**src/rtl/screen_ram_pkg.sv**
```systemverilog
// screen_ram_pkg: shared owner encoding and starvation counter width for the screen RAM arbiter
package screen_ram_pkg;
  typedef enum logic {OWN_CPU = 1'b0, OWN_SCR = 1'b1} owner_t;
  localparam int STARVE_CNT_W = 8;
endpackage

```
**src/rtl/screen_ram_arbiter_rr_arb2.sv**
```systemverilog
// rr_arb2: two-request round-robin picker; req[0] is the CPU, req[1] the screen, urgent forces the screen
module rr_arb2
  import screen_ram_pkg::*;
(
  input  logic [1:0] req,
  input  logic       urgent,
  input  owner_t     last,
  output logic [1:0] gnt
);
  always_comb begin
    gnt[0] = req[0] & (~req[1] | (~urgent & (last == OWN_SCR)));
    gnt[1] = req[1] & (~req[0] | urgent | (last == OWN_CPU));
  end
endmodule

```
**src/rtl/screen_ram_arbiter.sv**
```systemverilog
// screen_ram_arbiter: shares one synchronous RAM port between CPU and VGA fetcher, tagging reads by owner.
// Define SCREEN_RAM_ARB_STATS_EN to add the 32-bit conflict_count output.
module screen_ram_arbiter
  import screen_ram_pkg::*;
#(
  parameter int RAM_WIDTH          = 16,
  parameter int RAM_REGISTER_COUNT = 256,
  parameter int STARVE_LIMIT       = 8,
  localparam int ADDR_W            = $clog2(RAM_REGISTER_COUNT)
) (
  input  logic                 CLK_50,
  input  logic                 reset,
  input  logic                 cpu_req,
  input  logic                 cpu_we,
  input  logic [ADDR_W-1:0]    cpu_addr,
  input  logic [RAM_WIDTH-1:0] cpu_wdata,
  output logic                 cpu_gnt,
  output logic                 cpu_rvalid,
  output logic [RAM_WIDTH-1:0] cpu_rdata,
  output logic                 cpu_starved,
  input  logic                 scr_req,
  input  logic                 scr_urgent,
  input  logic [ADDR_W-1:0]    scr_addr,
  output logic                 scr_gnt,
  output logic                 scr_rvalid,
  output logic [RAM_WIDTH-1:0] scr_rdata,
`ifdef SCREEN_RAM_ARB_STATS_EN
  output logic [31:0]          conflict_count,
`endif
  output logic [ADDR_W-1:0]    ram_addr,
  output logic                 ram_we,
  output logic [RAM_WIDTH-1:0] ram_wdata,
  input  logic [RAM_WIDTH-1:0] ram_rdata
);
  localparam logic [STARVE_CNT_W-1:0] LIMIT = STARVE_CNT_W'(STARVE_LIMIT);
  logic [1:0]              gnt;
  owner_t                  last_q, last_d, rd_owner_q, rd_owner_d;
  logic                    rd_valid_q, rd_valid_d, starved_q, starved_d;
  logic [STARVE_CNT_W-1:0] cnt_q, cnt_d;
  rr_arb2 u_arb (
    .req    ({scr_req, cpu_req}),
    .urgent (scr_urgent),
    .last   (last_q),
    .gnt    (gnt)
  );
  always_ff @(posedge CLK_50 or posedge reset) begin
    if (reset) begin
      last_q     <= OWN_SCR;
      rd_owner_q <= OWN_SCR;
      rd_valid_q <= 1'b0;
      cnt_q      <= '0;
      starved_q  <= 1'b0;
    end else begin
      last_q     <= last_d;
      rd_owner_q <= rd_owner_d;
      rd_valid_q <= rd_valid_d;
      cnt_q      <= cnt_d;
      starved_q  <= starved_d;
    end
  end
  always_comb begin
    last_d     = cpu_gnt ? OWN_CPU : scr_gnt ? OWN_SCR : last_q;
    rd_valid_d = scr_gnt | (cpu_gnt & ~cpu_we);
    rd_owner_d = scr_gnt ? OWN_SCR : OWN_CPU;
    cnt_d      = (~cpu_req | cpu_gnt) ? '0 : (&cnt_q) ? cnt_q : cnt_q + 1'b1;
    starved_d  = cnt_d >= LIMIT;
  end
  always_comb begin
    cpu_gnt     = gnt[0];
    scr_gnt     = gnt[1];
    ram_addr    = cpu_gnt ? cpu_addr : scr_addr;
    ram_we      = cpu_gnt & cpu_we;
    ram_wdata   = cpu_wdata;
    cpu_rvalid  = rd_valid_q & (rd_owner_q == OWN_CPU);
    scr_rvalid  = rd_valid_q & (rd_owner_q == OWN_SCR);
    cpu_rdata   = ram_rdata;
    scr_rdata   = ram_rdata;
    cpu_starved = starved_q;
  end
`ifdef SCREEN_RAM_ARB_STATS_EN
  logic [31:0] conflict_q;
  always_ff @(posedge CLK_50 or posedge reset) begin
    if (reset) conflict_q <= '0;
    else if (cpu_req & scr_req) conflict_q <= conflict_q + 32'd1;
  end
  assign conflict_count = conflict_q;
`endif
endmodule

```
**config.mk**
```make
export PLATFORM = sky130hd
export DESIGN_NAME = screen_ram_arbiter
export DESIGN_NICKNAME = d
export VERILOG_FILES = /design/src/rtl/screen_ram_pkg.sv /design/src/rtl/screen_ram_arbiter_rr_arb2.sv /design/src/rtl/screen_ram_arbiter.sv
export SDC_FILE = /design/constraint.sdc
export NUM_CORES = 1
export LEC_CHECK = 0
export CORE_UTILIZATION = 25
export CTS_CLUSTER_SIZE = 14
export DETAILED_ROUTE_END_ITERATION = 8
export PLACE_DENSITY = 0.83
export SYNTH_ARGS = -nofsm -noshare
export SYNTH_HDL_FRONTEND = slang
export SYNTH_SLANG_ARGS = --single-unit
```
**constraint.sdc**
```tcl
create_clock -name CLK_50 -period 1.9 [get_ports CLK_50]
set_input_delay 0.285 -clock CLK_50 [delete_from_list [all_inputs] [get_ports CLK_50]]
set_output_delay 0.285 -clock CLK_50 [all_outputs]
set_load 0.05 [all_outputs]
```
# Word-level counts from Yosys, hierarchy flattened
# Index checks and enable logic that the tools add are counted.
[totals] regBits=12 inputBits=54
[classes] add_sub_neg=1 n_lt_le_gt_ge=1 muxes=6 bitwise_logic=18 reduce_logical=2
[ops] operator="$mux W8" count=3
[ops] operator="$add A8 B1 Y8 const B" count=1
[ops] operator="$ge A8 B4 Y1 const B" count=1
[ops] operator="$reduce_and A8 Y1" count=1
[ops] operator="$and A1 B1 Y1" count=7
[ops] operator="$not A1 Y1" count=6
[ops] operator="$or A1 B1 Y1" count=5
[ops] operator="$mux W1" count=3
[ops] operator="$reduce_bool A2 Y1" count=1

# Depth between registers and ports, before layout
# Gate-level depths: netlist (run 1).
[logic_depth] ltp_word=7 mapped_depth=6 ltp_nobuf=6

# Modules after synthesis
# From an unflattened synthesis (run 1), not the netlist that was laid out.
[hier_totals] hier_cells=117 hier_area_um2=1053.5
[by_module_without_submodules] mod="screen_ram_arbiter" instances=1 cells_each=113 area_per_inst_um2=1023.5 seq_area_each_um2=302.8
[by_module_without_submodules] mod="rr_arb2" instances=1 cells_each=4 area_per_inst_um2=30.0 seq_area_each_um2=0.0

# Worst setup path before layout (run 1)
# No wires, ideal clock.
[synth_timing] kind="flip-flop to flip-flop" start="register cnt_q[0]" end="register starved_q, in the netlist cpu_starved" setup_ns=0.131 arrival_time_ns=1.728 t_required_ns=1.769 setup_slack_ns=0.040 path_stages_with_launch=6 period_less_slack_ns=1.860 path_cell_list="dfrtp_1 ha_1 o41ai_2 a21oi_1 or3_1 or3_1"
[synth_via] elab_chain_cells=4
[synth_rtl] item="start, declared" line_no="screen_ram_arbiter.sv:39" source="logic [STARVE_CNT_W-1:0] cnt_q, cnt_d;"
[synth_rtl] item="start signal, assigned" line_no="screen_ram_arbiter.sv:57" source="cnt_q <= cnt_d;"
[synth_rtl] item="$add A8 B1 Y8 / $reduce_and A8 Y1 (equally long branches)" line_no="screen_ram_arbiter.sv:65" source="cnt_d = (~cpu_req | cpu_gnt) ? '0 : (&cnt_q) ? cnt_q : cnt_q + 1'b1;"
[synth_rtl] item="$mux W8 * (2 in series)" line_no="screen_ram_arbiter.sv:65"
[synth_rtl] item="via cnt_d[7]" line_no="screen_ram_arbiter.sv:39"
[synth_rtl] item="$ge A8 B4 Y1 *" line_no="screen_ram_arbiter.sv:66" source="starved_d = cnt_d >= LIMIT;"
[synth_rtl] item="via starved_d" line_no="screen_ram_arbiter.sv:38" source="logic rd_valid_q, rd_valid_d, starved_q, starved_d;"
[synth_rtl] item="end signal, assigned" line_no="screen_ram_arbiter.sv:58" source="starved_q <= starved_d;"
[synth_rtl] item="end, declared" line_no="screen_ram_arbiter.sv:38"
# Mark *: on every way through the listed nets, which the timed path passes. The rest lies on a longest branch.
# A chain may end at the register's enable or synchronous reset.

# Worst setup path in the final report (run 1)
[layout_timing] start="input port scr_urgent" end="output port ram_addr[4]"
[layout_via] elab_chain_cells=5
[layout_rtl] item="start, declared" line_no="screen_ram_arbiter.sv:22" source="input logic scr_urgent,"
[layout_rtl] item="$not A1 Y1" line_no="screen_ram_arbiter_rr_arb2.sv:11" source="gnt[0] = req[0] & (~req[1] | (~urgent & (last == OWN_SCR)));"
[layout_rtl] item="$and A1 B1 Y1" line_no="screen_ram_arbiter_rr_arb2.sv:11"
[layout_rtl] item="$or A1 B1 Y1" line_no="screen_ram_arbiter_rr_arb2.sv:11"
[layout_rtl] item="$and A1 B1 Y1" line_no="screen_ram_arbiter_rr_arb2.sv:11"
[layout_rtl] item="$mux W8" line_no="screen_ram_arbiter.sv:71" source="ram_addr = cpu_gnt ? cpu_addr : scr_addr;"
[layout_rtl] item="end, declared" line_no="screen_ram_arbiter.sv:30" source="output logic [ADDR_W-1:0] ram_addr,"
# Every way passes these cells.

==> flow_metrics.py, run 1 <==
metrics = {
    "status": {
        "status": "completed",
    },
    "yosys": {
        "yosysTopAreaCell": "buf_4",
        "synth_edf_count": 0,
        "async_flop_share": 1.00,
        "syn_area_per_cell_um2": 8.94,
        "synth_top_flop_cell": "dfrtp_1",
        "synthCells": 117,
        "yosysWarnings": 0,
        "netlist_area_um2": 1050,
        "yosys.area.top_type_share": 0.344,
        "syn-num-nets": 172,
        "synth_cell_type_count": 32,
        "ys_ff_latch": 12,
        "ys_seq_area_frac": 0.289,
        "synth_area_leaders": "buf_4, dfrtp_1, mux2_2",
    },
    "die": {
        "pin_count": 116,
        "die-area_um2": 4450,
        "core-area_um2": 4000,
        "row_count": 23,
        "start_util": 0.261,
        "fp.dieH_um": 66.7,
        "die_x_um": 66.7,
    },
    "worst_setup_path": {
        "critPathCaptureType": "output pin",
        "critical_path_class": "primary input to output pin",
        "critPathMaxStageDelay_ps": 460,
        "crit_path_max_fanout": 5,
        "r2r_slack_ps": 60,
        "startpoint_type": "primary input",
        "cpMostUsedCell": "nand2_4",
        "crit_arrival_ps": 1580,
        "path_cells": "clkdlybuf4s50_1 -> nand2b_4 -> nand2_4 -> nand2_4 -> mux2_2 -> buf_6",
        "crit_required_ps": 1620,
        "crit_slowest_cell": "clkdlybuf4s50_1",
    },
    "cells_and_area": {
        "fill_cells": 390,
        "syn2layout_area_growth_pct": 26.1,
        "fin_util": 0.330,
        "drive_gt1_frac": 0.400,
        "nNetsFinal": 176,
        "stdcell_count": 170,
        "mostFrequentLayoutCells": "clkdlybuf4s50_1, buf_4, dfrtp_1",
        "diodes": 0,
        "layout.area.seq_um2": 303,
        "multi_input_area_um2": 412,
        "layout_commonest_cell": "clkdlybuf4s50_1",
    },
    "detailed_routing": {
        "drt-wirelength-per-cell_um": 12.6,
        "via_per_inst": 4.52,
        "vias": 769,
        "dr.pass1.iters": 4,
        "drc_errors": 0,
        "detail-route-antenna-nets": 0,
        "drt_iter0_markers": 6,
        "wirelength_mm": 2.15,
    },
    "sta": {
        "final_hold_viol_count": 0,
        "setup_viol": 0,
        "drv_slew": 0,
        "min_period_over_period": 0.981,
        "fmax_mhz": 537,
        "clock_skew_ps": 5.21,
        "tightest_slew_ps": 527,
        "layout_min_cycle_time_ps": 1860,
        "relSlewSlack": 0.648,
        "postLayoutSetupSlackWorst_ps": 37.0,
        "timing.hold.ws_ps": 371,
        "rsz0062_at_grt": "true",
    },
    "pwr": {
        "switching_power_uw": 231,
        "clkPwrFrac": 0.336,
        "swShare": 0.288,
        "leakagePower_uw": 0.000590,
        "p_total_uw": 804,
        "power_frac_comb": 0.327,
        "internal_power_uw": 573,
        "p_seq_frac": 0.337,
        "ir_drop_mv": 0.355,
        "p_per_area_nw_per_um2": 610,
    },
    "clocking": {
        "cts_num_sinks": 12,
        "root_buffer": "clkbuf_8",
        "clk_path_buf_depth": 2,
        "cts_inserted_buffers": 3,
        "cts_tree": "built",
        "path_clk_slew_ps": 50,
        "h-tree-depth": 1,
        "clkLatencyLatePin_ps": 240,
        "hold_buffers": 0,
    },
    "global_routing": {
        "grt_pass1_vias": 761,
        "antenna_found_initial": 0,
        "grt_first_pass_wirelength_mm": 3.41,
        "grt_max_degree": 13,
        "grt_remaining_overflow": 0,
        "grt_usage": 0.103,
    },
    "worst_hold_path": {
        "hp-class": "primary input to asynchronous set/reset pin",
    },
    "placed_design": {
        "dp.cells": 164,
        "gp_congestion": 0.755,
        "dp_hpwl_mm": 1.68,
        "io_buffers": 35,
        "dpl_worst_slack_ps": -176,
    },
    "job": {
        "max_cap_violations": 0,
    },
}
==> power by group through the flow <==
stage | combinational [µW] | clock [µW] | sequential [µW]
after floorplan | 400 | 0 | 274
after global placement | 236 | 0 | 273
after detailed placement | 238 | 0 | 274
after CTS | 247 | 278 | 271
after global routing | 276 | 289 | 272
final | 263 | 270 | 271
==> metrics by stage <==
step / instance area [µm²] / TNS [ps]
floorplan: 1050 / 0
global placement: 1180 / -1610
detailed placement: 1180 / -1600
CTS: 1260 / -13.5
global route: 1320 / -138
finish: 1320 / 0
==> state kept, by name, summed over array words and instances (netlist names) <==
signal,cells
cpu_starved,1
rd_valid_q,1
cnt_q,8
last_q,1
rd_owner_q,1
==> cell usage after synthesis (all sizes together) (2+ instances only) <==
cell and instances:
mux2 8, buf 48, dfrtp 10, nor3 2
inv 5, nand3 4, nor2 7, dfstp 2
or3 2, a31oi 2, a21oi 3, nand2 5
o21ai 2
==> kinds of logic after synthesis <==
logic type               synth area share
flip-flops                          0.289
multiplexers                       0.0957
XOR/XNOR                           0.0167
buffers and inverters               0.362
adder cells (fa/ha/maj)            0.0120
AND/OR/NAND/NOR                     0.136
AO/OA/AOI/OAI                      0.0873
==> worst paths after layout <==
| kind | startpoint | to | depth (start not counted) |
|---|---|---|---|
| max in group asynchronous | reset | rd_owner_q$_DFF_PP1_ | 2 |
| worst max-delay path | scr_urgent | ram_addr[4] | 6 |
| worst min register to register | last_q$_DFFE_PP1P_ | last_q$_DFFE_PP1P_ | 2 |
| min in group CLK_50 | last_q$_DFFE_PP1P_ | last_q$_DFFE_PP1P_ | 2 |
| worst min-delay path | reset | cnt_q[6]$_DFF_PP0_ | 2 |
| worst max register to register | cnt_q[0]$_DFF_PP0_ | cpu_starved$_DFF_PP0_ | 5 |
==> per-layer routing <==
metal,vias to the layer above,global-route usage,part of all wire
li1,354,-,-
met1,362,0.0964,0.32
met2,45,0.199,0.58
met3,8,0.0223,0.075
met4,0,0.0638,0.028
met5,-,0,0
==> repair_timing <==
item / in CTS / in global routing
pin swaps: 1 / 1
resized for setup: 5 / 13
cloned: 1 / 0
setup endpoints to repair: 10 / 10
hold endpoints to repair: 0 / 0
setup buffers: 0 / 1
==> worst max-delay path: cells and delay by family <==
| family | cells | cell delay, ps |
|---|---|---|
| buffers and inverters | 2 | 610 |
| multiplexers | 1 | 350 |
| AND/OR/NAND/NOR | 3 | 330 |
==> final cells by class <==
cell class / instances / area share
Multi-Input combinational cell: 53 / 0.312
Sequential cell: 12 / 0.230
Inverter: 5 / 0.0142
Timing Repair Buffer: 46 / 0.355
Tap cell: 50 / 0.0474
Clock buffer: 4 / 0.0417
(Power assumes the default switching activity.)
==> inputs of run 2 (changes only) <==
--- a/config.mk
+++ b/config.mk
@@ -8,7 +8,9 @@
 export CORE_UTILIZATION = 25
 export CTS_CLUSTER_SIZE = 14
 export DETAILED_ROUTE_END_ITERATION = 8
-export PLACE_DENSITY = 0.83
+export PLACE_DENSITY = 0.82
+export SKIP_CTS_REPAIR_TIMING = 1
 export SYNTH_ARGS = -nofsm -noshare
 export SYNTH_HDL_FRONTEND = slang
+export SYNTH_HIERARCHICAL = 1
 export SYNTH_SLANG_ARGS = --single-unit
==> flow_metrics.py, run 2 <==
metrics = {
    "worst_setup_path": {
        "r2r_slack_ps": 400,
        "crit_slowest_cell": "dfstp_2",
        "critPathCaptureType": "output pin",
        "crit_path_max_fanout": 6,
        "path_cells": "nor2b_4 -> o21a_4 -> mux2_4 -> buf_6",
        "r2r-end": "cpu_starved$_DFF_PP0_",
        "startpoint_type": "register",
        "crit_arrival_ps": 1650,
        "reg2reg_depth": 5,
        "critical_path_class": "register to output pin",
        "critPathMaxStageDelay_ps": 530,
        "crit_required_ps": 1620,
        "regToRegStartpoint": "cnt_q[0]$_DFF_PP0_",
    },
    "sta": {
        "setup_viol": 6,
        "postLayoutSetupSlackWorst_ps": -38.7,
        "final_hold_viol_count": 0,
        "tightest_slew_ps": 487,
        "min_period_over_period": 1.02,
        "fmax_mhz": 516,
        "timing.hold.ws_ps": 349,
        "relSlewSlack": 0.674,
        "clock_skew_ps": 1.13,
        "drv_slew": 0,
        "layout_min_cycle_time_ps": 1940,
        "rsz0062_at_grt": "true",
    },
    "detailed_routing": {
        "drc_errors": 0,
        "wirelength_mm": 1.83,
        "via_per_inst": 4.34,
        "drt-wirelength-per-cell_um": 11.3,
        "dr.pass1.iters": 5,
        "detail-route-antenna-nets": 0,
        "vias": 699,
        "drt_iter0_markers": 12,
    },
    "yosys": {
        "synth_edf_count": 0,
        "synth_commonest_cells": "buf_4, dfrtp_1, mux2_2",
        "synthCells": 117,
        "synth.most_common_cell": "buf_4",
        "synth_cell_type_count": 28,
        "yosysWarnings": 6,
        "syn_area_per_cell_um2": 9.00,
        "syn-num-nets": 172,
        "async_flop_share": 1.00,
        "yosys.area.top_type_share": 0.342,
        "ys_seq_area_frac": 0.287,
        "synth_top_flop_cell": "dfrtp_1",
        "synth_area_leaders": "buf_4, dfrtp_1, mux2_2",
        "yosysTopAreaCell": "buf_4",
        "netlist_area_um2": 1050,
        "ys_ff_latch": 12,
    },
    "clocking": {
        "cts_inserted_buffers": 3,
        "clk_path_buf_depth": 2,
        "cts_tree": "built",
        "h-tree-depth": 1,
        "clkLatencyLatePin_ps": 240,
        "cts_num_sinks": 12,
        "root_buffer": "clkbuf_8",
        "path_clk_slew_ps": 50,
    },
    "cells_and_area": {
        "syn2layout_area_growth_pct": 20.5,
        "diodes": 0,
        "layout_commonest_cell": "clkdlybuf4s50_1",
        "fin_util": 0.315,
        "nNetsFinal": 167,
        "largest_reg_flops": 8,
        "mostFrequentLayoutCells": "clkdlybuf4s50_1, dfrtp_1, mux2_4",
        "largest-register": "cnt_q",
        "drive_gt1_frac": 0.315,
    },
    "global_routing": {
        "grt_usage": 0.0826,
        "grt_max_degree": 13,
        "antenna_found_initial": 0,
        "grt_first_pass_wirelength_mm": 2.73,
        "grt_remaining_overflow": 0,
        "grt_pass1_vias": 631,
    },
    "status": {
        "status": "finished with violations",
        "violations": "negative setup slack",
    },
    "die": {
        "row_count": 23,
        "start_util": 0.261,
        "die_x_um": 66.9,
        "die-area_um2": 4480,
        "fp.dieH_um": 66.9,
        "core-area_um2": 4030,
        "pin_count": 116,
    },
    "placed_design": {
        "gp_congestion": 0.830,
        "io_buffers": 35,
        "dp_hpwl_mm": 1.33,
    },
    "job": {
        "max_cap_violations": 0,
    },
    "worst_hold_path": {
        "hp-class": "primary input to asynchronous set/reset pin",
    },
    "pwr": {
        "ir_drop_mv": 0.249,
        "leakagePower_uw": 0.000565,
        "p_per_area_nw_per_um2": 655,
    },
}
==> run 2: worst max-delay path: cells and delay by family (launching register included) <==
family	cells	cell delay, ps
AO/OA/AOI/OAI	1	220
buffers and inverters	1	150
flip-flops	1	530
multiplexers	1	320
AND/OR/NAND/NOR	1	180
==> run 2: final cells by class <==
class	instances	area (µm²)
Timing Repair Buffer	39	423
Sequential cell	12	303
Fill cell	422	2760
Clock buffer	4	55.1
Multi-Input combinational cell	53	415
Tap cell	50	62.6
Inverter	3	11.3
==> run 2: power breakdown <==
part	switching, µW	internal (µW)	total [µW]
sequential	7.53	269	276
clock	93.5	183	276
combinational	140	139	279
total	241	591	832
==> run 2: per-stage QoR <==
stage | TNS [ps] | instance area [µm²] | total power [µW] | std cells | setup slack [ps]
floorplan | 0 | 1060 | 692 | 117 | 30.9
global placement | 0 | 1130 | 525 | 156 | 2.03
detailed placement | -6.01 | 1130 | 527 | 156 | -3.78
CTS | -524 | 1190 | 806 | 160 | -73.3
global route | -621 | 1270 | 869 | 161 | -94.7
finish | -203 | 1270 | 832 | 161 | -38.7
==> run 2: cell families after synthesis <==
group	synth area share
and+or+nand+nor	0.140
muxes	0.105
adders and majority gates	0.0119
xor gates and xnor gates	0.0166
AOI/OAI and AO/OA	0.0713
DFF	0.287
buffers and inverters	0.368
==> run 2: metal layers <==
metal	global-route usage	vias to the layer above	wire length (µm)
met3	0.0462	6	263
li1	-	332	-
met4	0.0532	0	29
met1	0.0780	324	644
met5	0	-	0
met2	0.136	37	887
==> run 2: how the worst max path moves through the flow <==
stage                  startpoint          end  depth (start not counted)
3_3_place_gp           scr_urgent  ram_addr[4]                          5
5_1_grt        last_q$_DFFE_PP1P_  ram_addr[4]                          4
6_report       last_q$_DFFE_PP1P_  ram_addr[4]                          4
4_1_cts        last_q$_DFFE_PP1P_  ram_addr[2]                          4
2_1_floorplan  last_q$_DFFE_PP1P_  ram_addr[0]                          4
3_5_place_dp           scr_urgent  ram_addr[2]                          5
